<file path="src/rtl/alu_hs.sv">
// rtl/alu_hs.sv - registered ALU with valid/ready handshake and iterative multiply
module alu_hs #(
    parameter int WIDTH = 32
) (
    input  logic             clk,
    input  logic             rst,
    input  logic             in_valid,
    output logic             in_ready,
    input  logic [3:0]       funct,
    input  logic [WIDTH-1:0] data1,
    input  logic [WIDTH-1:0] data2,
    output logic             out_valid,
    input  logic             out_ready,
    output logic [WIDTH-1:0] alu_out,
    output logic             zero,
    output logic             ovf
);

    localparam int SHW   = $clog2(WIDTH);
    localparam int CNT_W = SHW + 1;

    localparam logic [3:0] F_CERO = 4'b0000;
    localparam logic [3:0] F_ADD  = 4'b0001;
    localparam logic [3:0] F_SUB  = 4'b0010;
    localparam logic [3:0] F_AND  = 4'b0011;
    localparam logic [3:0] F_OR   = 4'b0100;
    localparam logic [3:0] F_NOT  = 4'b0101;
    localparam logic [3:0] F_XOR  = 4'b0110;
    localparam logic [3:0] F_LSL  = 4'b0111;
    localparam logic [3:0] F_RSL  = 4'b1000;
    localparam logic [3:0] F_MUL  = 4'b1001;

    typedef enum logic [1:0] {
        S_IDLE = 2'd0,
        S_BUSY = 2'd1,
        S_DONE = 2'd2
    } state_t;

    state_t             state_q, state_d;
    logic [WIDTH-1:0]   alu_out_q, alu_out_d;
    logic               zero_q, zero_d;
    logic               ovf_q, ovf_d;
    logic [WIDTH-1:0]   mcand_q, mcand_d;
    logic [WIDTH-1:0]   mplier_q, mplier_d;
    logic [WIDTH-1:0]   acc_q, acc_d;
    logic [CNT_W-1:0]   count_q, count_d;

    logic               accept;
    logic               is_mul;
    logic [WIDTH-1:0]   op_res;
    logic               op_ovf;
    logic [WIDTH-1:0]   sum;
    logic [WIDTH-1:0]   diff;
    logic [WIDTH-1:0]   acc_next;
    logic               mul_last;

    assign accept   = in_valid & in_ready;
    assign is_mul   = (funct == F_MUL);
    assign acc_next = acc_q + (mplier_q[0] ? mcand_q : '0);
    assign mul_last = (count_q == CNT_W'(1));

    // Single-cycle operation result and signed overflow, straight from the input operands
    always_comb begin
        sum    = data1 + data2;
        diff   = data1 - data2;
        op_res = '0;
        op_ovf = 1'b0;
        case (funct)
            F_CERO: op_res = '0;
            F_ADD: begin
                op_res = sum;
                op_ovf = (data1[WIDTH-1] == data2[WIDTH-1]) && (sum[WIDTH-1] != data1[WIDTH-1]);
            end
            F_SUB: begin
                op_res = diff;
                op_ovf = (data1[WIDTH-1] != data2[WIDTH-1]) && (diff[WIDTH-1] != data1[WIDTH-1]);
            end
            F_AND:   op_res = data1 & data2;
            F_OR:    op_res = data1 | data2;
            F_NOT:   op_res = ~data1;
            F_XOR:   op_res = data1 ^ data2;
            F_LSL:   op_res = data1 << data2[SHW-1:0];
            F_RSL:   op_res = data1 >> data2[SHW-1:0];
            default: op_res = '0;
        endcase
    end

    // Next state: single-cycle ops go straight to DONE, MUL iterates in BUSY
    always_comb begin
        state_d = state_q;
        case (state_q)
            S_IDLE: begin
                if (accept) begin
                    state_d = is_mul ? S_BUSY : S_DONE;
                end
            end
            S_BUSY: begin
                if (mul_last) begin
                    state_d = S_DONE;
                end
            end
            S_DONE: begin
                if (out_ready) begin
                    if (accept) begin
                        state_d = is_mul ? S_BUSY : S_DONE;
                    end else begin
                        state_d = S_IDLE;
                    end
                end
            end
            default: state_d = S_IDLE;
        endcase
    end

    // Handshake outputs decoded from state; out_ready is the only input reaching in_ready
    always_comb begin
        out_valid = (state_q == S_DONE);
        in_ready  = (state_q == S_IDLE) | ((state_q == S_DONE) & out_ready);
    end

    // Datapath: capture operands/result at accept, shift-and-add one multiplier bit per BUSY cycle
    always_comb begin
        alu_out_d = alu_out_q;
        zero_d    = zero_q;
        ovf_d     = ovf_q;
        mcand_d   = mcand_q;
        mplier_d  = mplier_q;
        acc_d     = acc_q;
        count_d   = count_q;
        if (accept) begin
            if (is_mul) begin
                mcand_d  = data1;
                mplier_d = data2;
                acc_d    = '0;
                count_d  = CNT_W'(WIDTH);
            end else begin
                alu_out_d = op_res;
                zero_d    = (op_res == '0);
                ovf_d     = op_ovf;
            end
        end else if (state_q == S_BUSY) begin
            acc_d    = acc_next;
            mcand_d  = mcand_q << 1;
            mplier_d = mplier_q >> 1;
            count_d  = count_q - CNT_W'(1);
            if (mul_last) begin
                alu_out_d = acc_next;
                zero_d    = (acc_next == '0);
                ovf_d     = 1'b0;
            end
        end
    end

    // State and datapath registers; reset abandons any in-flight multiply
    always_ff @(posedge clk) begin
        if (rst) begin
            state_q   <= S_IDLE;
            alu_out_q <= '0;
            zero_q    <= 1'b1;
            ovf_q     <= 1'b0;
            mcand_q   <= '0;
            mplier_q  <= '0;
            acc_q     <= '0;
            count_q   <= '0;
        end else begin
            state_q   <= state_d;
            alu_out_q <= alu_out_d;
            zero_q    <= zero_d;
            ovf_q     <= ovf_d;
            mcand_q   <= mcand_d;
            mplier_q  <= mplier_d;
            acc_q     <= acc_d;
            count_q   <= count_d;
        end
    end

    assign alu_out = alu_out_q;
    assign zero    = zero_q;
    assign ovf     = ovf_q;

endmodule

</file>
<file path="config.mk">
export PLATFORM = sky130hd
export DESIGN_NAME = alu_hs
export DESIGN_NICKNAME = d
export VERILOG_FILES = /design/src/rtl/alu_hs.sv
export SDC_FILE = /design/constraint.sdc
export NUM_CORES = 1
export LEC_CHECK = 0
export CAP_MARGIN = 20
export CORE_ASPECT_RATIO = 2
export CORE_MARGIN = 1.5
export CORE_UTILIZATION = 35
export CTS_BUF_LIST = sky130_fd_sc_hd__clkbuf_16
export DETAILED_ROUTE_END_ITERATION = 6
export PLACE_DENSITY = 0.55
export SLEW_MARGIN = 10
export SYNTH_ARGS = -nofsm -noshare
export SYNTH_HDL_FRONTEND = slang
export SYNTH_SLANG_ARGS = --single-unit
</file>
<file path="constraint.sdc">
create_clock -name clk -period 9.8 [get_ports clk]
set_input_delay 2.45 -clock clk [delete_from_list [all_inputs] [get_ports clk]]
set_output_delay 2.45 -clock clk [all_outputs]
set_load 0.02 [all_outputs]
</file>
==> run summary <==
Skew-Pair Late Insertion Delay: 0.51 ns
Die ar.: 0.0510 mm²
GP Congestion: 1.10
CORE AREA: 0.0491 mm²
CTS resizes: 0
post-synthesis cell type with the largest combined area: dfxtp_1
Worst setup EP type: register
Int Pwr: 1.37 mW
Sw Pwr: 0.917 mW
critical path arrival: 9.14 ns
clk buf depth: 3
setup_tns: 0 ns
total global-route track usage: 0.435
GRT overflow: 0
first-pass GRT wire length: 157000 µm
initial antenna violation count: 4
DRC errors left: 0
Avg WL per Cell: 36.8 µm
clock slew at reported path FFs: 0.05 ns
Routed Antenna Nets: 0
Min-Delay Path Depth: 2
largest net degree at the start of global routing: 75
LEAKAGE: 7.65 nW
1st-iter DRT viols: 2136
layout cells sized above 1: 0.0934
Worst R2R Setup Slack: 4.36 ns
Hold WC Path Type: register to register
FF-to-FF Start: mplier_q[0]
top cell type's share of synthesized area: 0.159
worst-path fanout max: 14
Area growth syn-to-layout: 13.9%
Detailed Routing Iterations Pass 1: 6
number of vias per cell: 6.80
Post CTS Setup Buffer Count: 0
initial core utilization: 0.353
register area share after synthesis: 0.159
count leader, synth: nand2_1
Worst Path Buf+Inv: 2
final slew viol count: 0
Reg-to-Reg End: zero
placed inst area: 0.0190 mm²
PortBufs: 107
num ports: 108
cells on worst reg2reg path: 15
count of clock tree sinks: 138
Slew Limit Headroom: 0.137
Avg Inst Size Synth: 7.24 µm²
clock skew: 0.0296 ns
Final Hold Fails: 0
crit-path cells: clkdlybuf4s50_1 -> inv_1 -> ha_1 -> a2bb2oi_1 -> o32ai_1 -> a221oi_1 -> o211ai_1 -> a221oi_1 -> o211ai_1 -> or3b_2 -> or4_1 -> nor4_1 -> a31oi_1 -> o41ai_2
vias in the first global route: 20955
ys flop type: dfxtp_1
Distinct cells, synth: 89
Synth Warn #: 0
TritonCTS clock tree: yes
min-delay src: acc_q[29]
combinational fraction of design power: 0.401
htree depth: 4
fin crit period: 8.75 ns
Post-Syn Instances: 2394
actual slew at the worst max-slew pin: 1.29 ns
flops & latches, synth: 138
Hold EP: acc_q[29]
Critical Path Max Stage Delay: 0.97 ns
Async SR Flop Fraction: 0
slowest CP cell: clkdlybuf4s50_1
clock root cell: clkbuf_16
Mapped Nets: 2607
Num CTS Buffers: 25
Fmax achieved: 114 MHz
final setup fails: 0
Post-CTS Hold Buffers: 0
DRT Wirelength: 112000 µm
RSZ-0062 raised after global routing: no
Flop pwr share: 0.262
die width: 160 µm
most instantiated cells after synthesis: nand2_1, nor2_1, a21oi_1
final std cell area, no fill: 0.0198 mm²
overall via count from detail_route: 20771
outcome: finished, final reports clean
clock power share: 0.337
peak supply drop: 116 µV
Mapped Area: 0.0173 mm²
CP Class: input pin to register
Power per Cell Area: 116 mW/mm²
Top delay family on crit path: compound AO/OA/AOI/OAI gates
max-cap viol count: 0
row count: 115
Detailed Place HPWL: 87600 µm
Sw Share: 0.401
Post-synth EDFFs: 0
Worst setup SP type: input pin
CP required: 10.19 ns
top cells by area, synth: dfxtp_1, ha_1, nand2_1, mux4_2, a21oi_1
# nets final: 2617
Die Ht: 318 µm
period utilization: 0.893
[per-stage QoR]
| step | utilization | setup slack (ns) | hold WS [ns] | power [mW] | cells |
|---|---|---|---|---|---|
| after floorplan | - | 3.24 | 0.448 | 1.09 | 2394 |
| after global placement | 0.387 | 1.30 | 0.457 | 1.48 | 3015 |
| after detailed placement | 0.388 | 1.33 | 0.465 | 1.48 | 3017 |
| after CTS | 0.402 | 1.81 | 0.472 | 2.25 | 3049 |
| after global routing | 0.402 | 1.12 | 0.489 | 2.35 | 3053 |
| final | 0.403 | 1.05 | 0.472 | 2.29 | 3054 |
[state kept, by name, summed over array words and instances, names as in the netlist]
signal	flops
acc_q	32
alu_out	32
mcand_q	32
mplier_q	32
count_q	6
state_q	2
ovf	1
zero	1
[power groups by stage]
stage / registers, mW / clock network [mW] / logic [mW]
floorplan: 0.616 / 0 / 0.477
global placement: 0.611 / 0 / 0.872
detailed placement: 0.611 / 0 / 0.871
CTS: 0.599 / 0.780 / 0.873
global route: 0.601 / 0.802 / 0.943
finish: 0.600 / 0.772 / 0.917
[placed cells by master (no fill, tap or decap), types with 13 or more instances in the layout]
master and instances:
nor4_1 19, o221ai_1 13, o22ai_1 21, clkbuf_16 25, dfxtp_1 138, nor2b_1 36
o211ai_1 19, a21o_1 29, a31oi_1 33, mux2i_1 60, o21ai_0 89, buf_4 81
mux2_2 27, and2_1 42, a221oi_1 29, a211oi_1 34, inv_1 107, nand4_1 19
mux4_2 51, nor3_1 33, a21oi_1 197, a311oi_1 66, nor2_1 246, nand3_1 77
a22oi_1 48, clkdlybuf4s50_1 100, nand2b_1 25, ha_1 138, xnor2_1 33, nand2_1 319
[worst register-to-register path, stage by stage (launching register included)]
cell and delay [ns]:
dfxtp_1 0.36, buf_4 0.25, and2_1 0.21, ha_1 0.21, fa_1 0.46, a211oi_1 0.28, o21bai_1 0.16, a21oi_1 0.55
or4_1 0.30, nand3_2 0.16, a221oi_4 0.47, xnor2_1 0.17, or4_1 0.54, or4_1 0.48, or4b_1 0.51, o41ai_2 0.21
[cell type report]
type / instances / area (µm²)
clock inverters: 7 / 80.1
flip-flops and latches: 138 / 2760
fillers: 5211 / 29300
diodes: 2 / 5.00
repair buffers: 187 / 1640
multi-input cells: 1944 / 13400
inverters: 108 / 405
well taps: 643 / 805
clock buffers: 25 / 626
[worst max path at each step]
stage	start	end	slack (ns)	cells past startpoint
4_1_cts	data1[18]	zero	1.81	14
2_1_floorplan	data2[2]	zero	3.24	19
6_report	data1[18]	zero	1.05	14
5_1_grt	data1[18]	zero	1.12	14
3_5_place_dp	data1[18]	zero	1.33	14
3_3_place_gp	data2[4]	zero	1.30	14
[routing by layer]
metal | part of all wire | GRT usage
met2 | 0.48 | 0.740
met1 | 0.31 | 0.402
met4 | 0.14 | 0.499
met5 | 0.00020 | 0
met3 | 0.071 | 0.0953
[kinds of logic (layout without fill, tap and decap cells)]
family / count (synthesis) / in the layout / synth area share
AOI/OAI and AO/OA: 730 / 730 / 0.290
xor gates and xnor gates: 45 / 45 / 0.0227
adders and majority gates: 141 / 141 / 0.103
buffers and inverters: 312 / 327 / 0.0699
DFF: 138 / 138 / 0.159
muxes: 138 / 138 / 0.118
other: 0 / 2 / 0
and+or+nand+nor: 890 / 890 / 0.236
Power figures use the tool's default switching activity.
